==> src/rtl/systolic_skew_feeder_pkg.sv <==
// Shared types and sizing helpers for the systolic skew feeder.
package systolic_pkg;

  typedef enum logic [2:0] {
    IDLE,
    LOAD,
    CLEAR,
    FEED,
    DRAIN
  } state_e;

  // Step counter must reach 2*n-1 so it never wraps within a tile.
  function automatic int unsigned step_width(input int unsigned n);
    return $clog2(2 * n);
  endfunction

  function automatic int unsigned drain_cycles(input int unsigned n);
    return n;
  endfunction

endpackage

==> src/rtl/systolic_skew_feeder_lane_mux.sv <==
// One skewed lane: picks element (t - lane) of a buffered row/column, or 0 outside the tile.
module skew_lane_mux #(
  parameter int unsigned data_size = 8,
  parameter int unsigned n_dim     = 4,
  parameter int unsigned lane      = 0,
  parameter int unsigned t_width   = 3
) (
  input  logic [t_width-1:0]         t,
  input  logic [n_dim*data_size-1:0] elems,
  output logic [data_size-1:0]       value
);

  always_comb begin
    value = '0;
    for (int unsigned k = 0; k < n_dim; k++) begin
      if (32'(t) == k + lane) value = elems[k*data_size +: data_size];
    end
  end

endmodule

==> src/rtl/systolic_skew_feeder.sv <==
// Buffers one A/B tile and drives diagonally skewed operands into the PE mesh edges.
// Build option FEEDER_BACK2BACK_EN: two banks, next tile loads into the shadow bank during FEED/DRAIN.
module systolic_skew_feeder
  import systolic_pkg::*;
#(
  parameter int unsigned data_size = 8,
  parameter int unsigned n_dim     = 4
) (
  input  logic                       clk,
  input  logic                       reset,
  input  logic                       ld_valid,
  output logic                       ld_ready,
  input  logic [n_dim*data_size-1:0] ld_a_row,
  input  logic [n_dim*data_size-1:0] ld_b_row,
  output logic [n_dim*data_size-1:0] a_out,
  output logic [n_dim*data_size-1:0] b_out,
  output logic                       acc_clear,
  output logic                       busy,
  output logic                       done
);

  localparam int unsigned TW           = step_width(n_dim);
  localparam int unsigned CW           = $clog2(n_dim + 1);
  localparam int unsigned RW           = $clog2(n_dim);
  localparam int unsigned DRAIN_CYCLES = drain_cycles(n_dim);
`ifdef FEEDER_BACK2BACK_EN
  localparam int unsigned NB = 2;
`else
  localparam int unsigned NB = 1;
`endif
  localparam logic [TW-1:0] T_LAST = TW'(2 * n_dim - 1);
  localparam logic [TW-1:0] D_LAST = TW'(DRAIN_CYCLES - 1);
  localparam logic [CW-1:0] FULL   = CW'(n_dim);

  typedef logic [n_dim*data_size-1:0] row_t;

  row_t a_buf [NB][n_dim];
  row_t b_buf [NB][n_dim];
  row_t b_col [n_dim];
  row_t a_skew, b_skew;

  state_e        state, state_nxt;
  logic [TW-1:0] t, t_nxt;
  logic [CW-1:0] cnt, cnt_nxt;
  logic          act, act_nxt, ld_bank, accept;

  always_comb begin
    state_nxt = state;
    t_nxt     = t;
    cnt_nxt   = cnt;
    act_nxt   = act;
    ld_ready  = 1'b0;
    acc_clear = 1'b0;
    done      = 1'b0;
    busy      = (state != IDLE);
    ld_bank   = act;
    unique case (state)
      IDLE, LOAD: ld_ready = 1'b1;
      CLEAR:      acc_clear = 1'b1;
      FEED, DRAIN: begin
`ifdef FEEDER_BACK2BACK_EN
        ld_ready = (cnt != FULL);
        ld_bank  = ~act;
`endif
      end
      default: ;
    endcase
    accept = ld_valid && ld_ready;
    if (accept) cnt_nxt = cnt + CW'(1);

    // t is the step loaded into a_out/b_out at the next edge, so it runs one ahead of the visible step.
    case (state)
      IDLE: if (accept) state_nxt = LOAD;
      LOAD: begin
        if (cnt_nxt == FULL) begin
          state_nxt = CLEAR;
          cnt_nxt   = '0;
          t_nxt     = '0;
        end
      end
      CLEAR: begin
        state_nxt = FEED;
        t_nxt     = t + TW'(1);
      end
      FEED: begin
        if (t == T_LAST) begin
          state_nxt = DRAIN;
          t_nxt     = '0;
        end else begin
          t_nxt = t + TW'(1);
        end
      end
      DRAIN: begin
        if (t == D_LAST) begin
          done  = 1'b1;
          t_nxt = '0;
`ifdef FEEDER_BACK2BACK_EN
          if (cnt_nxt == FULL) begin
            state_nxt = CLEAR;
            act_nxt   = ~act;
            cnt_nxt   = '0;
          end else if (cnt_nxt != '0) begin
            state_nxt = LOAD;
            act_nxt   = ~act;
          end else begin
            state_nxt = IDLE;
          end
`else
          state_nxt = IDLE;
`endif
        end else begin
          t_nxt = t + TW'(1);
        end
      end
      default: state_nxt = IDLE;
    endcase
  end

  always_ff @(posedge clk) begin
    if (reset) begin
      state <= IDLE;
      t     <= '0;
      cnt   <= '0;
      act   <= 1'b0;
      a_out <= '0;
      b_out <= '0;
    end else begin
      state <= state_nxt;
      t     <= t_nxt;
      cnt   <= cnt_nxt;
      act   <= act_nxt;
      if (state == CLEAR || state == FEED) begin
        a_out <= a_skew;
        b_out <= b_skew;
      end else begin
        a_out <= '0;
        b_out <= '0;
      end
    end
  end

  always_ff @(posedge clk) begin
    if (accept) begin
      a_buf[ld_bank][cnt[RW-1:0]] <= ld_a_row;
      b_buf[ld_bank][cnt[RW-1:0]] <= ld_b_row;
    end
  end

  // B is loaded by rows but each north lane streams a column.
  always_comb begin
    b_col = '{default: '0};
    for (int unsigned j = 0; j < n_dim; j++) begin
      for (int unsigned k = 0; k < n_dim; k++) begin
        b_col[j][k*data_size +: data_size] = b_buf[act][k][j*data_size +: data_size];
      end
    end
  end

  for (genvar i = 0; i < n_dim; i++) begin : g_lane
    skew_lane_mux #(
      .data_size(data_size),
      .n_dim    (n_dim),
      .lane     (i),
      .t_width  (TW)
    ) u_a_mux (
      .t    (t),
      .elems(a_buf[act][i]),
      .value(a_skew[i*data_size +: data_size])
    );
    skew_lane_mux #(
      .data_size(data_size),
      .n_dim    (n_dim),
      .lane     (i),
      .t_width  (TW)
    ) u_b_mux (
      .t    (t),
      .elems(b_col[i]),
      .value(b_skew[i*data_size +: data_size])
    );
  end

endmodule

==> config.mk <==
export PLATFORM = sky130hd
export DESIGN_NAME = systolic_skew_feeder
export DESIGN_NICKNAME = d
export VERILOG_FILES = /design/src/rtl/systolic_skew_feeder_pkg.sv /design/src/rtl/systolic_skew_feeder_lane_mux.sv /design/src/rtl/systolic_skew_feeder.sv
export SDC_FILE = /design/constraint.sdc
export NUM_CORES = 1
export LEC_CHECK = 0
export ABC_AREA = 0
export CORE_UTILIZATION = 52
export DETAILED_ROUTE_END_ITERATION = 12
export PLACE_DENSITY = 0.76
export SLEW_MARGIN = 15
export SYNTH_ARGS = -nofsm -noshare
export SYNTH_HDL_FRONTEND = slang
export SYNTH_SLANG_ARGS = --single-unit
export TNS_END_PERCENT = 100
==> constraint.sdc <==
create_clock -name clk -period 5.24 [get_ports clk]
set_input_delay 0.524 -clock clk [delete_from_list [all_inputs] [get_ports clk]]
set_output_delay 0.524 -clock clk [all_outputs]
set_load 0.005 [all_outputs]
After elaboration in Yosys (flattened, before gate mapping)
Memories as Yosys holds them, arrays and structs flattened.
Cells that the tools add are included.
Word-level totals
  flip-flop bits (word level): 73
  RAM bits: 256
  bits of input ports: 67
  output and inout bits: 68
  logic and storage cells: 92
  memories: 2
Cells by class
  $add $sub $neg: 2
  $lt $le $gt $ge: 2
  equality and inequality tests: 16
  mux-type cells: 52
  bitwise logic cells: 2
  reduce and logical (&&, ||, !) cells: 11
Memory list
  a_buf: words 1, width 128, rd ports 1, clocked after Yosys merged registers in 0, wr ports 1, line systolic_skew_feeder.sv:37  | row_t a_buf [NB][n_dim];
  b_buf: words 1, width 128, rd ports 1, clocked after Yosys merged registers in 0, wr ports 1, line systolic_skew_feeder.sv:38  | row_t b_buf [NB][n_dim];
Operators with widths (number)
  two-way mux 8 bit: 32
  two-way mux 128 bit: 1
  demux 32 bit (select 2 bit): 1
  two-way mux 32 bit: 1
  two-way mux 3 bit: 10
  == test 3 bit (second input constant): 6
  case mux 3 bit (5 select lines): 1
  == test 3 x 2 -> 1 bit (second input constant): 4
  case mux 3 bit (4 select lines): 1
  inequality test 2 bit (second input constant): 4
  adder 3 x 1 -> 3 bit (second input constant): 2
  == test 3 x 1 -> 1 bit (second input constant): 2
  logical NOT 3 bit: 2
  two-way mux 1 bit: 5
  AND reduction 4 bit: 1
  nonzero test 4 bit: 1
  OR reduction 2 bit: 2
  >= comparator 3 bit (second input constant): 1
  less-than comparator 3 x 1 -> 1 bit (second input constant): 1
  NOT 2 -> 3 bit: 1
  nonzero test 3 bit: 1
  logical AND 1 bit: 2
  AND reduction 2 bit: 1
  logical OR 1 bit: 1
  NOT 1 bit: 1

Longest topological paths before layout
Gate-level depths: netlist of run 1.
  depth in word-level cells: 8
  depth in mapped cells: 9

Cells and area by module
A second synthesis of run 1 with hierarchy kept.
Unflattened totals
  cells, all modules: 749
  area, all modules: 12529.5 um^2
Modules (own cells, without submodules)
  systolic_skew_feeder: instances 1, cells each 473, area each 10079.7 um^2, seq. area each 9148.8 um^2
  skew_lane_mux at g_lane[0].u_a_mux ...: instances 4, cells each 30, area each 261.5 um^2, seq. area each 0.0 um^2
  skew_lane_mux at g_lane[3].u_a_mux ...: instances 2, cells each 40, area each 387.9 um^2, seq. area each 0.0 um^2
  skew_lane_mux at g_lane[1].u_a_mux ...: instances 2, cells each 38, area each 314.1 um^2, seq. area each 0.0 um^2

Least setup slack after synthesis of run 1
OpenSTA, ideal clock, no wires.
  path kind: register -> register
  from: register state[1]
  to: memory a_buf[0][32] (netlist bit), enable pin
  arrival: 2.316 ns
  required time: 4.811 ns
  path slack: 2.495 ns
  stages on the path, launching flop included: 4
  buffers on the path: 1
  clock period less this slack: 2.745 ns
  cells stage by stage: dfxtp_1 -> clkbuf_1 -> nor2_1 -> and3_1
Between the ends
  longest elaborated chain between the ends: 6
  elaborated cells between the ends (all ways): 7
  classes of those cells: 1 x eq/ne; 3 x mux; 3 x reduce/logical
RTL lines
  from (decl): line systolic_skew_feeder.sv:42  | state_e state, state_nxt;
  from (signal assigned): line systolic_skew_feeder.sv:128  | state <= state_nxt;
  == test 3 x 1 -> 1 bit or logical NOT 3 bit (tied branches): line systolic_skew_feeder.sv:57  | unique case (state)
  OR reduction 2 bit *: line systolic_skew_feeder.sv:57
  two-way mux 1 bit *: line systolic_skew_feeder.sv:57
  via ld_ready: line systolic_skew_feeder.sv:12  | output logic ld_ready,
  logical AND 1 bit *: line systolic_skew_feeder.sv:68  | accept = ld_valid && ld_ready;
  two-way mux 1 bit *: line systolic_skew_feeder.sv:143  | if (accept) begin
  two-way mux 128 bit (implied by the code) *: line systolic_skew_feeder.sv:144  | a_buf[ld_bank][cnt[RW-1:0]] <= ld_a_row;
  to (decl): line systolic_skew_feeder.sv:37
Mark *: on every way through the listed nets, which the timed path passes. The rest lies on a longest branch.

Worst setup path in the final report of run 1
  from: register t[1]
  to: output port done
Between the ends
  longest elaborated chain between the ends: 3
RTL lines
  from (decl): line systolic_skew_feeder.sv:43  | logic [TW-1:0] t, t_nxt;
  from (signal assigned): line systolic_skew_feeder.sv:129  | t <= t_nxt;
  == test 3 x 2 -> 1 bit: line systolic_skew_feeder.sv:94  | if (t == D_LAST) begin
  two-way mux 1 bit: line systolic_skew_feeder.sv:94
  two-way mux 1 bit: line systolic_skew_feeder.sv:72  | case (state)
  to (decl): line systolic_skew_feeder.sv:19  | output logic done
No other way between the ends.

==> results of run 1 <==
-- cells by family (layout without fill, tap and decap cells) --
group	Yosys count	in the layout
buf+inv	60	207
simple gates	143	143
xor+xnor	2	2
compound gates	191	191
flops	329	329
fa+ha+maj	10	10
mux	2	2
-- report_power, final --
group	switching (W)	internal [W]	total, W
clock network	0.000909	0.00151	0.00242
logic	0.000105	0.0000671	0.000173
registers	0.0000258	0.00292	0.00294
total	0.00104	0.00449	0.00553
-- state kept, by name, summed over array words and instances (netlist names) --
signal and count:
b_buf 128, state 3, a_out 32, t 3, a_buf 128, cnt 3
b_out 32
-- critical path: stages (launching register included) --
cell and delay [ps]:
dfxtp_1 410, ha_1 200, buf_4 270, nand2b_1 530
nor2_1 280, clkdlybuf4s50_1 530
-- path summary, 6_finish.rpt --
kind	to	slack, ps
worst max-delay path	done	1930
worst min-delay path	b_out[26]	500
worst max register to register	b_out[24]	2340
worst min register to register	b_out[26]	500
-- per-stage QoR --
| step | total power, W | worst slack [ps] | instances | hold WS [ps] | instance area (sq um) |
|---|---|---|---|---|---|
| 6_report | 0.005532 | 1935 | 1164 | 497.4 | 14350 |
| 5_1_grt | 0.005662 | 1701 | 1164 | 531.9 | 14350 |
| 4_1_cts | 0.005557 | 1893 | 1164 | 503.0 | 14350 |
| 3_5_place_dp | 0.003173 | 2261 | 1107 | 488.7 | 13220 |
| 3_3_place_gp | 0.003165 | 2353 | 1107 | 480.6 | 13220 |
| 2_1_floorplan | 0.003061 | 2495 | 737 | 471.3 | 11660 |
-- layer usage --
metal / vias up / share of wire (%)
li1: 3110 / -
met1: 3338 / 40
met2: 327 / 49
met3: 43 / 8.6
met4: 2 / 2.0
met5: - / 0.051
-- cells in the final DEF (no fill, tap or decap), types with 5 or more instances in the layout --
cell type        netlist  layout
a21oi_1               62      62
nor3_1                 5       5
a211oi_1              19      19
o22ai_2               10      10
o21ai_0               20      20
inv_1                  8       8
ha_1                  10      10
nand2_1               69      68
nor2_1                24      24
clkdlybuf4s50_1        0     134
o22ai_1                8       8
clkinv_2               0       5
nand3b_1              15      15
clkbuf_16              0      32
clkbuf_8               0       7
dfxtp_1               73      73
a221o_1               34      34
a222oi_1              16      16
clkbuf_1              39       7
buf_4                  2       8
bufinv_16              0       6
o211ai_1              17      17
edfxtp_1             256     256
-- cell type report --
| cell class | count | area [sq um] |
|---|---|---|
| sequential | 329 | 9149 |
| fill | 1553 | 7538 |
| multi-input combinational | 348 | 2293 |
| timing repair buffer | 142 | 1401 |
| clock buffer | 46 | 923.4 |
| tap | 280 | 350.3 |
| clock inverter | 11 | 205.2 |
| inverter | 8 | 30.03 |
==> flow_metrics.tcl, run 1 <==
set metrics [dict create \
    status "complete, no violations" \
    crit_start "t[1]" \
    clkLatencyLatePin_ps 550 \
    worst_pin_slew_ps 1151 \
    holdBufCountCts 0 \
    initial_core_util_pct 53.28 \
    die_area_sq_um 23030 \
    syn_nets 814 \
    synth_mux_area_share_pct 0.2038 \
    crit_type "flop to output pin" \
    cp.arrival_ps 2780 \
    num_antenna_cells 0 \
    cts_max_path_buffers 3 \
    cp_data_required_time_ps 4720 \
    grt_pass1_vias 6821 \
    postCtsResizedCells 0 \
    grt_pass1_wl_um 38560 \
    synth_edf_count 256 \
    maxSlewViolCount 0 \
    worst_setup_path_start_kind "flop" \
    grt_max_degree 66 \
    grt_setup_unrepaired "no" \
    synth_cells 737 \
    cts_setup_buffers 0 \
    core.rowCount 54 \
    drv_cap 0 \
    final_antenna_net_count 0 \
    synth_cell_type_count 42 \
    peakVddDrop_v 0.0003189 \
    drt-wirelength-per-cell_um 21.88 \
    drt-pass1-iter-count 8 \
    cts-root-buf "clkbuf_16" \
    antenna_found_initial 1 \
    ys_seq_area_share_pct 78.45 \
    post_synth_and_or_nand_nor_area_fraction_pct 6.029 \
    synthTopCellsByCount "edfxtp_1, dfxtp_1, nand2_1" \
    grt_util_met3_pct 3.263 \
    vias 6820 \
    dp_hpwl_um 14420 \
    reg2reg_depth 7 \
    drc_errors 0 \
    yosysTopAreaCell "edfxtp_1" \
    die_w_um 151.8 \
    io_buffers 134 \
    max-slew-margin-rel_pct 23.12 \
    p_leak_nw 4.588 \
    busiest_layer "met2" \
    r2r-start "t[0]" \
    cts_made_buffers 31 \
    gp_congestion 0.8375 \
    final_util_pct 65.56 \
    synth_top_family_by_area "compound AO/OA/AOI/OAI gates" \
    hold_start "b_buf[0][26]" \
    finalClockSkew_ps 28.36 \
    async_flop_share_pct 0 \
    hold_class "flop to flop" \
    critPathCaptureType "output pin" \
    yosysMostFrequentCell "edfxtp_1" \
    synthTopCellsByArea "edfxtp_1, dfxtp_1, a221o_1" \
    period_minus_slack_ps 3305 \
    cts_tree "done" \
    grt_overflow 0 \
    drt-initial-drc-count 632 \
    die_height_um 151.8 \
    synth-seq-cells 329 \
    synth_fa_ha_area_share_pct 1.073 \
    max_clock_freq_ghz 0.3025 \
    path_max_fanout 22 \
    core_region_area_sq_um 21890 \
    drt_wl_total_um 25470 \
    nets 937 \
    clkTransAtPathRegs_ps 60 \
    cellPowerDensity_nw_per_um2 385.4 \
    use_met2_pct 37.32 \
    avgSynthCellArea_sq_um 15.82 \
    avgViaCountPerCell 5.859 \
    hold_viol_final 0 \
    clock_sinks 329 \
    ioPinCount 135 \
    layout-drive-gt1-share_pct 9.050 \
    synth_compound_area_share_pct 11.93 \
    syn2layout_area_growth_pct 23.07 \
    gr-usage-met1_pct 31.41 \
    yosys_warnings 0 \
    h-tree-depth 1 \
    synth-main-ff-cell "edfxtp_1" \
    synth_area_sq_um 11660 \
    final.setup.tns_ps 0 \
    grt_usage_pct 22.63 \
    period_share_pct 63.08 \
    synth_top_area_share_pct 65.92 \
    setup_viol 0 \
    worstHoldPathCells 2 \
    synth_xor_area_share_pct 0.1502 \
]
Power figures use the tool's default switching activity.
==> run 2: changes to the inputs <==
Clock period 5.24 ns to 3.4 ns, I/O delays scaled along.
==> flow_metrics.tcl, run 2 (synthesis results as in run 1) <==
set metrics [dict create \
    status "complete, no violations" \
    path_max_fanout 17 \
    p_leak_nw 4.574 \
    grt_setup_unrepaired "no" \
    cp_data_required_time_ps 3060 \
    worst_pin_slew_ps 961.3 \
    swShare_pct 19.50 \
    power.switching_w 0.001600 \
    p_int_w 0.006606 \
    cts_made_buffers 31 \
    drt-pass1-iter-count 6 \
    dp_hpwl_um 14850 \
    core.rowCount 54 \
    final.setup.tns_ps 0 \
    initial_core_util_pct 53.28 \
    p_clk_share_pct 41.4 \
    die_w_um 151.8 \
    clkTransAtPathRegs_ps 60 \
    die_area_sq_um 23030 \
    critPathCaptureType "output pin" \
    final_util_pct 65.50 \
    holdBufCountCts 0 \
    nets 945 \
    multi_input_area_sq_um 2293 \
    drt_wl_total_um 25310 \
    cts_max_path_buffers 3 \
    final_cell_mix "edfxtp_1, clkdlybuf4s50_1, dfxtp_1" \
    clkLatencyLatePin_ps 540 \
    grt_pass1_wl_um 37870 \
    avgViaCountPerCell 5.861 \
    clock_sinks 329 \
    hold_viol_final 0 \
    die_height_um 151.8 \
    core_region_area_sq_um 21890 \
    peakVddDrop_v 0.0004533 \
    layout-drive-gt1-share_pct 9.417 \
    regArea_sq_um 9149 \
    worst_setup_path_start_kind "flop" \
    cts_setup_buffers 0 \
    drt-initial-drc-count 527 \
    grt_pass1_vias 6594 \
    drv_cap 0 \
    finalClockSkew_ps 9.246 \
    worstHoldPathCells 1 \
    gp_congestion 0.7976 \
    grt_overflow 0 \
    max_clock_freq_ghz 0.3806 \
    crit_type "flop to output pin" \
    postCtsResizedCells 0 \
    io_buffers 134 \
    grt_usage_pct 22.32 \
    cellPowerDensity_nw_per_um2 572.4 \
    cts_tree "done" \
    drc_errors 0 \
    final_antenna_net_count 0 \
    layout_commonest_cell "edfxtp_1" \
    hold_class "input pin to flop" \
    num_antenna_cells 0 \
    ioPinCount 135 \
    drt-wirelength-per-cell_um 21.60 \
    cts-root-buf "clkbuf_16" \
    fillers 1531 \
    maxSlewViolCount 0 \
    grt_max_degree 65 \
    antenna_found_initial 1 \
    setup_viol 0 \
    period_minus_slack_ps 2628 \
    cp.arrival_ps 2290 \
    vias 6869 \
    syn2layout_area_growth_pct 22.94 \
    max-slew-margin-rel_pct 35.91 \
    h-tree-depth 1 \
    seqPwrFrac_pct 55.2 \
    period_share_pct 77.28 \
    p_comb_share_pct 3.3 \
    reg2reg_depth 6 \
]
==> run 2: power groups by stage <==
stage          sequential (W)  clock (W)  combinational (W)
2_1_floorplan         0.00461          0           0.000105
3_3_place_gp          0.00461          0           0.000271
3_5_place_dp          0.00462          0           0.000276
4_1_cts               0.00453    0.00343           0.000277
5_1_grt               0.00454    0.00360           0.000296
6_report              0.00453    0.00340           0.000273
==> run 2: metrics by stage <==
stage | power (W) | hold WS, ps | instances | instance area [sq um] | setup slack [ps]
2_1_floorplan | 0.004718 | 438.9 | 737 | 11660 | 655.2
3_3_place_gp | 0.004885 | 479.9 | 1115 | 13320 | 669.6
3_5_place_dp | 0.004896 | 483.7 | 1115 | 13320 | 604.0
4_1_cts | 0.008243 | 421.2 | 1172 | 14340 | 747.5
5_1_grt | 0.008440 | 426.7 | 1172 | 14340 | 580.7
6_report | 0.008207 | 433.3 | 1172 | 14340 | 772.5
==> run 2: path summary, 6_finish.rpt <==
path                      from      endpoint  slack, ps
setup / recovery          t[1]          done        770
hold / removal    ld_b_row[14]  b_buf[0][14]        430
hold reg to reg    b_buf[0][9]      b_out[9]        500
setup reg to reg          t[0]      b_out[8]        790
==> run 2: layout make-up <==
cell class / count / share of cell area [%]
sequential: 329 / 63.81
multi-input combinational: 348 / 16.00
timing repair buffer: 150 / 10.45
clock buffer: 42 / 6.048
tap: 280 / 2.443
clock inverter: 15 / 1.038
inverter: 8 / 0.2094
==> run 2: metal layers <==
layer	up-vias	wire, um	GRT usage [%]
li1	3126	-	-
met1	3397	10450	31.30
met2	304	12270	35.89
met3	40	2066	4.132
met4	2	506	6.238
met5	-	13	0
==> run 2: worst max-delay path, cell delays in order, from the launching register on <==
cell and delay, ps:
dfxtp_1 420, ha_1 330, nand2b_1 80, buf_4 220, nor2_1 160, clkdlybuf4s50_1 520
==> run 3: changes to the inputs <==
Clock period 3.4 ns to 2.7 ns, I/O delays scaled along.
==> flow_metrics.tcl, run 3 (synthesis results as in run 1) <==
set metrics [dict create \
    num_antenna_cells 0 \
    critical-path-top-delay-family "buffers and inverters" \
    maxSlewViolCount 0 \
    period_minus_slack_ps 2354 \
    max_clock_freq_ghz 0.4248 \
    final_cell_mix "edfxtp_1, clkdlybuf4s50_1, dfxtp_1" \
    critPathBufInv 1 \
    drc_errors 0 \
    peakVddDrop_v 0.0006323 \
    finalWorstSetupSlack_ps 346.0 \
    path_cells "ha_1 -> nand2b_1 -> nor2_1 -> clkdlybuf4s50_1" \
    p_leak_nw 4.655 \
    critPathCaptureType "output pin" \
    crit_type "flop to output pin" \
    worst_setup_path_start_kind "flop" \
    period_share_pct 87.19 \
    fillers 1516 \
    clkTransAtPathRegs_ps 70 \
    path_max_fanout 7 \
    grt_max_degree 38 \
    io_buffers 134 \
    crit_slowest_cell "clkdlybuf4s50_1" \
    multi_input_area_sq_um 2293 \
    finalClockSkew_ps 13.88 \
    layout-drive-gt1-share_pct 10.50 \
    cp.arrival_ps 2080 \
    ioPinCount 135 \
    grt_setup_unrepaired "no" \
    drv_cap 0 \
    die_height_um 151.8 \
    vias 7016 \
    antenna_found_initial 0 \
    drt_wl_total_um 26180 \
    initial_core_util_pct 53.28 \
    grt_overflow 0 \
    cts_tree "done" \
    syn2layout_area_growth_pct 24.17 \
    h-tree-depth 1 \
    clkLatencyLatePin_ps 550 \
    status "complete, no violations" \
    cellPowerDensity_nw_per_um2 712.0 \
    cts_max_path_buffers 3 \
    pre_cts_ws_ps 420.5 \
    grt_pass1_wl_um 38930 \
    die_w_um 151.8 \
    drt-wirelength-per-cell_um 22.09 \
    dp_hpwl_um 15960 \
    die_area_sq_um 23030 \
    core_region_area_sq_um 21890 \
    drt-initial-drc-count 791 \
    grt_pass1_vias 6909 \
    grt_usage_pct 22.96 \
    cts_made_buffers 31 \
    max-slew-margin-rel_pct 37.39 \
    setup_viol 0 \
    gp_congestion 0.8470 \
    core.rowCount 54 \
    cp_data_required_time_ps 2430 \
    cts-root-buf "clkbuf_16" \
    hold_viol_final 0 \
    postCtsResizedCells 0 \
    holdBufCountCts 0 \
    drt-pass1-iter-count 5 \
    cts_setup_buffers 0 \
    slowest_delay_ps 510 \
    nets 959 \
    worst_pin_slew_ps 939.1 \
    hold_class "input pin to flop" \
    regArea_sq_um 9149 \
    final.setup.tns_ps 0 \
    avgViaCountPerCell 5.921 \
    final_antenna_net_count 0 \
    layout_commonest_cell "edfxtp_1" \
    clock_sinks 329 \
]
[run 3: cell count changes in the layout (fill, tap and decap cells not counted), sizes merged]
cell	change
buf	+14
clkbuf	+2
clkinvlp	-2
clkinv	-1
[run 3: path summary, 6_finish.rpt]
check	startpoint	endpoint	slack [ps]	cells past startpoint
worst max-delay path	t[1]	done	350	4
worst min-delay path	ld_b_row[20]	b_buf[0][84]	360	1
worst max register to register	t[1]	b_out[14]	450	7
worst min register to register	a_buf[0][25]	a_out[25]	500	2
[run 3: per-layer routing]
layer,vias to the layer above,share of wire [%],global-route usage (%)
li1,3153,-,-
met1,3489,40,31.01
met2,327,50,38.52
met3,47,7.3,3.593
met4,0,2.5,6.832
met5,-,0,0
[run 3: metrics by stage]
stage | power, W | hold WS [ps] | cells | area, sq um | util (%)
floorplan | 0.005935 | 368.9 | 737 | 11670 | -
global placement | 0.006164 | 479.3 | 1129 | 13490 | 61.62
detailed placement | 0.006180 | 488.3 | 1129 | 13490 | 61.62
CTS | 0.01036 | 342.9 | 1185 | 14480 | 66.15
global route | 0.01059 | 351.7 | 1185 | 14480 | 66.15
finish | 0.01031 | 358.2 | 1185 | 14480 | 66.15
[run 3: worst reg2reg max path, delay by kind of cell (launching register included)]
kind	cells	cell delay, ps
and+or+nand+nor	1	560
adders and majority gates	1	420
AOI/OAI and AO/OA	3	440
DFF	1	360
buffers and inverters	2	410
[run 3: where the power goes]
part / switching, W / leakage [nW] / internal [W]
clock: 0.00178 / 0.485 / 0.00246
combinational: 0.000214 / 1.23 / 0.000152
sequential: 0.0000495 / 2.94 / 0.00566
total: 0.00204 / 4.65 / 0.00827
[run 3: final cells by class]
type | count | area share, %
clock inverter | 12 | 1.020
tap | 280 | 2.419
inverter | 8 | 0.2074
timing repair buffer | 164 | 11.51
sequential | 329 | 63.18
multi-input combinational | 348 | 15.84
clock buffer | 44 | 5.832
